==> src/rtl/clock_time_counter_pkg.sv <==
// Shared time constants and BCD helpers for the clock_time_counter block.
// No logic of its own; imported by the counter modules.
package clock_defs;

  typedef struct packed {
    logic [7:0] hour;
    logic [7:0] min;
    logic [7:0] sec;
  } time_t;

  localparam logic [7:0] SEC_MIN_WRAP = 8'h59;
  localparam logic [7:0] HOUR24_MAX   = 8'h23;
  localparam logic [7:0] HOUR12_MIN   = 8'h01;
  localparam logic [7:0] HOUR12_MAX   = 8'h12;
  localparam logic [7:0] RST_HOUR_24  = 8'h00;
  localparam logic [7:0] RST_HOUR_12  = 8'h12;
  localparam logic [7:0] RST_MIN      = 8'h00;
  localparam logic [7:0] RST_SEC      = 8'h00;

  // Two-digit BCD +1 without wrap; callers handle their own limits.
  function automatic logic [7:0] bcd_inc(input logic [7:0] v);
    if (v[3:0] == 4'd9) return {v[7:4] + 4'd1, 4'd0};
    return {v[7:4], v[3:0] + 4'd1};
  endfunction

  function automatic logic [7:0] hour_next(input logic [7:0] h, input logic mode24);
    if (mode24) return (h == HOUR24_MAX) ? 8'h00 : bcd_inc(h);
    return (h == HOUR12_MAX) ? HOUR12_MIN : bcd_inc(h);
  endfunction

  function automatic time_t reset_time(input logic mode24);
    return '{hour: (mode24 ? RST_HOUR_24 : RST_HOUR_12), min: RST_MIN, sec: RST_SEC};
  endfunction

endpackage

==> src/rtl/bcd_mod60_counter.sv <==
// Two-digit BCD 00..59 counter with clear (priority) and increment.
// Latency: value updates on the enabling edge; carry is combinational from inc and value.
// Backpressure: none, inc is a single-cycle request that is always accepted.
module bcd_mod60_counter
  import clock_defs::*;
#(
  parameter logic [7:0] RESET_VAL = 8'h00
) (
  input  logic       clk,
  input  logic       rst_n,
  input  logic       inc,
  input  logic       clr,
  output logic [7:0] value,
  output logic       carry
);

  assign carry = inc && !clr && (value == SEC_MIN_WRAP);

  always_ff @(posedge clk) begin
    if (!rst_n) begin
      value <= RESET_VAL;
    end else if (clr) begin
      value <= 8'h00;
    end else if (inc) begin
      value <= (value == SEC_MIN_WRAP) ? 8'h00 : bcd_inc(value);
    end
  end

endmodule

==> src/rtl/clock_time_counter.sv <==
// BCD time-of-day counter (24 h or 12 h) advanced by 1 Hz edges, with a button set mode.
// Latency: all outputs registered; they change on the edge where the input edge is detected.
// Backpressure: none, ticks and button edges are consumed or dropped in the same cycle.
module clock_time_counter
  import clock_defs::*;
#(
  parameter int MODE_24H = 1
) (
  input  logic       in_50MHz,
  input  logic       rst_n,
  input  logic       in_1Hz,
  input  logic       set_mode,
  input  logic       btn_hour,
  input  logic       btn_min,
  output logic [7:0] hour_bcd,
  output logic [7:0] min_bcd,
  output logic [7:0] sec_bcd,
  output logic       sec_pulse
);

  localparam logic  MODE24   = (MODE_24H != 0);
  localparam time_t RST_TIME = reset_time(MODE24);

  logic tick_q, hbtn_q, mbtn_q;
  logic tick_edge, hbtn_edge, mbtn_edge;
  logic sec_inc, min_inc, hour_inc;
  logic sec_carry, min_carry;

  // Edge registers reset high so inputs already high at release are not edges.
  always_ff @(posedge in_50MHz) begin
    if (!rst_n) begin
      tick_q <= 1'b1;
      hbtn_q <= 1'b1;
      mbtn_q <= 1'b1;
    end else begin
      tick_q <= in_1Hz;
      hbtn_q <= btn_hour;
      mbtn_q <= btn_min;
    end
  end

  assign tick_edge = in_1Hz & ~tick_q;
  assign hbtn_edge = btn_hour & ~hbtn_q;
  assign mbtn_edge = btn_min & ~mbtn_q;

  // Set mode swaps the carry chain for the buttons; buttons never carry.
  assign sec_inc  = tick_edge & ~set_mode;
  assign min_inc  = set_mode ? mbtn_edge : sec_carry;
  assign hour_inc = set_mode ? hbtn_edge : min_carry;

  bcd_mod60_counter #(.RESET_VAL(RST_TIME.sec)) u_sec (
    .clk   (in_50MHz),
    .rst_n (rst_n),
    .inc   (sec_inc),
    .clr   (set_mode),
    .value (sec_bcd),
    .carry (sec_carry)
  );

  bcd_mod60_counter #(.RESET_VAL(RST_TIME.min)) u_min (
    .clk   (in_50MHz),
    .rst_n (rst_n),
    .inc   (min_inc),
    .clr   (1'b0),
    .value (min_bcd),
    .carry (min_carry)
  );

  always_ff @(posedge in_50MHz) begin
    if (!rst_n) begin
      hour_bcd  <= RST_TIME.hour;
      sec_pulse <= 1'b0;
    end else begin
      sec_pulse <= sec_inc;
      if (hour_inc) hour_bcd <= hour_next(hour_bcd, MODE24);
    end
  end

endmodule

==> config.mk <==
export PLATFORM = sky130hd
export DESIGN_NAME = clock_time_counter
export DESIGN_NICKNAME = d
export VERILOG_FILES = /design/src/rtl/clock_time_counter_pkg.sv /design/src/rtl/bcd_mod60_counter.sv /design/src/rtl/clock_time_counter.sv
export SDC_FILE = /design/constraint.sdc
export NUM_CORES = 1
export LEC_CHECK = 0
export CAP_MARGIN = 20
export CORE_MARGIN = 3
export CORE_UTILIZATION = 50
export CTS_BUF_LIST = sky130_fd_sc_hd__clkbuf_8 sky130_fd_sc_hd__clkbuf_16
export DETAILED_ROUTE_END_ITERATION = 10
export MAX_ROUTING_LAYER = met4
export PLACE_DENSITY = 0.78
export SKIP_LAST_GASP = 1
export SYNTH_ARGS = -nofsm -noshare
export SYNTH_HDL_FRONTEND = slang
export SYNTH_HIERARCHICAL = 1
export SYNTH_SLANG_ARGS = --single-unit
==> constraint.sdc <==
create_clock -name in_50MHz -period 4.2 [get_ports in_50MHz]
set_clock_uncertainty 0.2 [all_clocks]
set_input_delay 0.84 -clock in_50MHz [delete_from_list [all_inputs] [get_ports in_50MHz]]
set_output_delay 0.84 -clock in_50MHz [all_outputs]
set_load 0.02 [all_outputs]
* Word-level counts from Yosys, hierarchy flattened *
Index checks and enable logic that the tools add are counted.

word-level totals
  bits in registers = 28
  word-level logic and storage cells = 73

operators by class
  mux-type cells = 29
  $add $sub $neg = 6
  bitwise gates (word level) = 9
  reduce and logical (&&, ||, !) cells = 11
  equality and inequality tests = 8

operator list
  kind                                                                   count
  8-bit two-way mux                                                      12
  4-bit by 1-bit adder with 4-bit output, second input constant          6
  1-bit two-way mux                                                      17
  8-bit by 7-bit equality test with 1-bit output, second input constant  2
  4-bit equality test, second input constant                             3
  8-bit by 5-bit equality test with 1-bit output, second input constant  1
  8-bit by 6-bit equality test with 1-bit output, second input constant  1
  1-bit inverter                                                         5
  1-bit AND                                                              4
  2-bit AND reduction                                                    2
  2-bit nonzero test                                                     2
  1-bit logical AND                                                      3
  3-bit inequality test, second input constant                           1
  3-bit AND reduction                                                    1
  3-bit nonzero test                                                     1
  2-bit OR reduction                                                     1
  1-bit logical NOT                                                      1

* Depth between registers and ports, before layout *
  depth after elaboration = 16
  mapped depth = 13
  mapped depth without buffers = 12

* Modules after synthesis *
The synthesis kept the hierarchy.

modules (own cells, without submodules)
  module              instances  cells each  area an instance (µm²)
  bcd_mod60_counter   2          49          447.9
  clock_time_counter  1          67          581.8

* Worst setup path before layout *
No wires, ideal clock.

  path type = input -> register
  from = input set_mode
  to = register hour_bcd[1]
  stages = 12
  path slack = 431 ps
  arrival = 3,499 ps
  library setup time = 70 ps
  data required time = 3,930 ps
  buffers on the path = 1
  cells stage by stage = nor3b_1 nand4b_4 nor3_1 inv_1 o22ai_1 nand4b_4 nor3_1 nand2b_1 and2_1 clkbuf_1 or3_1 a21oi_1

between the ends
  word-level cells in the longest chain between the ends = 7
  elaborated cells between the ends (all ways) = 8
  classes of those cells = mux: 2; bitwise: 2; reduce/logical: 4

ends and longest elaborated chain
  what                                line                      source
  start: declaration                  clock_time_counter.sv:12  input logic set_mode,
  1-bit inverter                      clock_time_counter.sv:47  assign sec_inc = tick_edge & ~set_mode;
  1-bit AND                           clock_time_counter.sv:47
  1-bit logical AND (*) (2 in a row)  bcd_mod60_counter.sv:17   assign carry = inc && !clr && (value == SEC_MIN_WRAP);
  net sec_carry                       clock_time_counter.sv:27  logic sec_carry, min_carry;
  1-bit two-way mux (*)               clock_time_counter.sv:48  assign min_inc = set_mode ? mbtn_edge : sec_carry;
  net min_inc                         clock_time_counter.sv:26  logic sec_inc, min_inc, hour_inc;
  1-bit logical AND (*)               bcd_mod60_counter.sv:17
  net min_carry                       clock_time_counter.sv:27
  1-bit two-way mux (*)               clock_time_counter.sv:49  assign hour_inc = set_mode ? hbtn_edge : min_carry;
  end signal: assignment              clock_time_counter.sv:71  hour_bcd <= RST_TIME.hour;
  end signal: assignment              clock_time_counter.sv:75  if (hour_inc) hour_bcd <= hour_next(hour_bcd, MODE24);
  end: declaration                    clock_time_counter.sv:15  output logic [7:0] hour_bcd,

Mark *: on every way through the listed nets, which the timed path passes. The rest lies on a longest branch.
A chain may end at the register's enable or synchronous reset.

* Worst setup path after layout *
  from = input set_mode
  to = register hour_bcd[2]

between the ends
  word-level cells in the longest chain between the ends = 7
  elaborated cells between the ends (all ways) = 8
  classes of those cells = mux: 2; bitwise: 2; reduce/logical: 4

ends and longest elaborated chain
  what                            line
  1-bit inverter                  clock_time_counter.sv:47
  1-bit AND                       clock_time_counter.sv:47
  net sec_inc                     clock_time_counter.sv:26
  1-bit logical AND (2 in a row)  bcd_mod60_counter.sv:17
  net sec_carry                   clock_time_counter.sv:27
  1-bit two-way mux               clock_time_counter.sv:48
  net min_inc                     clock_time_counter.sv:26
  1-bit logical AND               bcd_mod60_counter.sv:17
  net min_carry                   clock_time_counter.sv:27
  1-bit two-way mux               clock_time_counter.sv:49

The timed path passes the listed nets, and every way through them passes these cells.

==> run summary <==
post-synth top area share - 37.93%
CTS buffer count - 3
post-detail-place hpwl - 2.429 mm
nature of the critical path endpoint - flip-flop
storage element area - 560.5 µm²
core area - 0.002781 mm²
TNS Setup - 0 ns
worst hold margin - 0.3299 ns
Worst-path clk slew - 0.10 ns
num rows - 19
post-synthesis register bit count - 28
complex-gate fraction of the synthesized area - 13.38%
io pins - 31
Nets - 220
cell taking the most area after synthesis - dfxtp_1
post-synthesis cell area - 0.001478 mm²
Post-Synth XOR/XNOR Area - 1.778%
peak fanout along the critical path - 12
grt peak-use layer - met2
final hold vios - 0
CP peak stage delay - 0.45 ns
CTS resizes - 0
WL/cell - 14.13 µm
sequential area share after synthesis - 37.93%
CP Launch Type - input port
clk sinks - 28
f_max - 266.2 MHz
Die Wd - 60.36 µm
via count - 1,319
area delta synth->final - 27.94%
met1 Use GR - 24.71%
critical path class - in -> reg
crit path buf inv count - 2
multiplexer share of the synthesized area - 0%
final core utilization - 67.97%
first-pass GRT wire length - 5.478 mm
asr flop ratio synth - 0%
ys flop type - dfxtp_1
EDFF count, synth - 0
Synth Area per Inst - 8.956 µm²
GR Util met2 - 33.64%
Hold Buf Count CTS - 0
Fillers - 245
CP top delay family - simple AND/OR/NAND/NOR gates
dominant cells by area after synthesis - dfxtp_1 38%, ha_1 10%, nand3b_1 5.1%, a21oi_1 4.4%, nand2b_1 4.2%
total gr overflow - 0
WP data arrival - 3.77 ns
final setup vio count - 0
largest family of logic cells by synthesized area - simple AND/OR/NAND/NOR gates
final WL - 3.278 mm
initial antenna violation count - 0
warning count from the yosys run - 6
CTS H-tree depth - 1
Post-Synth Simple-Gate Area - 32.94%
drt drc - 0
number of routed nets with antenna violations - 0
Hold WC Path Type - reg -> reg
later-pin clock latency in the skew report - 0.28 ns
RSZ-0062 raised after global routing - no
area of the multi-input gates - 872.1 µm²
Post-Synth Adder-Cell Area - 10.16%
status - complete, no violations
max-slew violations - 0
setup bufs post-CTS - 0
Pleak - 0.7043 nW
TritonCTS clock tree - built
die area - 0.003643 mm²
post-synthesis cell type count - 34
Slowest-stage cell, CP - clkdlybuf4s50_1
Initial Utilization - 53.13%
pin count of the biggest net entering global routing - 16
final cycle utilization of the critical path - 89.44%
RePlAce Congestion - 0.8765
Clock Tree Root - clkbuf_8
port buffer count - 30
Starting DRT DRC Count - 99
maxcap violations - 0
ant diodes - 0
Tot GR Track Use - 20.52%
Synth Instances - 165
post-layout minimum cycle time - 3.756 ns
pwr/cell area - 249.2 mW/mm²
Die H - 60.36 µm
Vias/cell - 5.685
worst vdd ir - 0.0002917 V
CTS Buffer Depth - 2
met3 Use GR - 5.106%
layout cells sized above 1 - 6.965%
critical path, cell by cell - clkdlybuf4s50_1, nor3b_1, nand4b_4, nor3_1, inv_1, o22ai_1, nand4b_4, nor3_1, nand2b_1, and2_1, or4_1, a21oi_1
number of global-route vias before repair - 1,241
critical path required time - 4.22 ns
1st-pass router iterations - 4
Final Power - 0.4711 mW
through the flow:
stage / std cells / instance area (µm²) / setup slack (ns)
6_report: 232 / 1891 / 0.4437
5_1_grt: 232 / 1891 / 0.1588
4_1_cts: 232 / 1891 / 0.4501
3_5_place_dp: 228 / 1836 / 0.1551
3_3_place_gp: 228 / 1836 / 0.2500
2_1_floorplan: 167 / 1485 / 0.4314
kinds of logic (layout without fill, tap and decap cells):
kind of cell / after synthesis / after routing
AOI/OAI and AO/OA: 33 / 33
buffers and inverters: 14 / 48
xor gates and xnor gates: 3 / 3
adders and majority gates: 12 / 12
other: 1 / 3
DFF: 28 / 28
and+or+nand+nor: 74 / 74
layout make-up:
cell class                      instances  area share (%)
Multi-Input combinational cell        125           46.13
Timing Repair Buffer                   33           17.07
Inverter                               11           2.184
Clock buffer                            4           2.912
Tap cell                               31           2.052
Sequential cell                        28           29.65
cells in the mapped netlist, types with 2 or more instances:
cell and number:
nor3_1 4, nor2b_1 4, o21ai_0 7, xor2_1 2
clkbuf_1 3, or3b_2 2, and2_1 3, dfxtp_1 28
a31oi_1 2, or3_1 3, or4_1 3, and4b_1 2
o22ai_1 2, o31ai_1 4, nand2b_1 10, nor4_1 3
nand4_1 2, ha_1 12, inv_1 11, a31o_2 2
nand2_1 11, nand3b_1 10, nor2_1 2, a21oi_1 13
nand4b_4 2, nand3_1 10
registers in the layout (all words and copies together) (netlist names):
signal	count
mbtn_q	1
tick_q	1
u_min/value	8
hbtn_q	1
sec_pulse	1
u_sec/value	8
hour_bcd	8
layer usage:
metal | wire length [µm] | vias to the layer above
met4 | 22 | 0
li1 | - | 664
met1 | 1445 | 611
met5 | 0 | -
met2 | 1653 | 42
met3 | 157 | 2
tightest hold or removal path, delay by kind of cell (launching register included):
kind            cells  cell delay (ns)
flops               1             0.36
simple gates        1             0.08
compound gates      1             0.06
final timing paths:
path | cells after the start | slack (ns) | endpoint | from
setup / recovery | 12 | 0.44 | hour_bcd[2] | set_mode
hold / removal | 2 | 0.33 | u_min/value[5] | u_min/value[5]
setup reg to reg | 11 | 1.20 | hour_bcd[2] | tick_q
hold reg to reg | 2 | 0.33 | u_min/value[5] | u_min/value[5]
layout by cell type (no fill, tap or decap), types with 4 or more instances in the layout:
cell / count
nand3_1: 10
o31ai_1: 4
nor3_1: 4
nand2_1: 11
ha_1: 12
nand2b_1: 10
inv_1: 11
nor2b_1: 4
clkdlybuf4s50_1: 30
a21oi_1: 13
clkbuf_8: 4
nand3b_1: 10
dfxtp_1: 28
o21ai_0: 7
power breakdown:
part	total [mW]	internal [mW]	switching (mW)	leakage [nW]
clock	0.170	0.0841	0.0859	0.0288
sequential	0.271	0.269	0.00294	0.227
combinational	0.0297	0.0135	0.0162	0.449
total	0.471	0.366	0.105	0.704
Note: power is estimated with default switching activity, not from simulation.
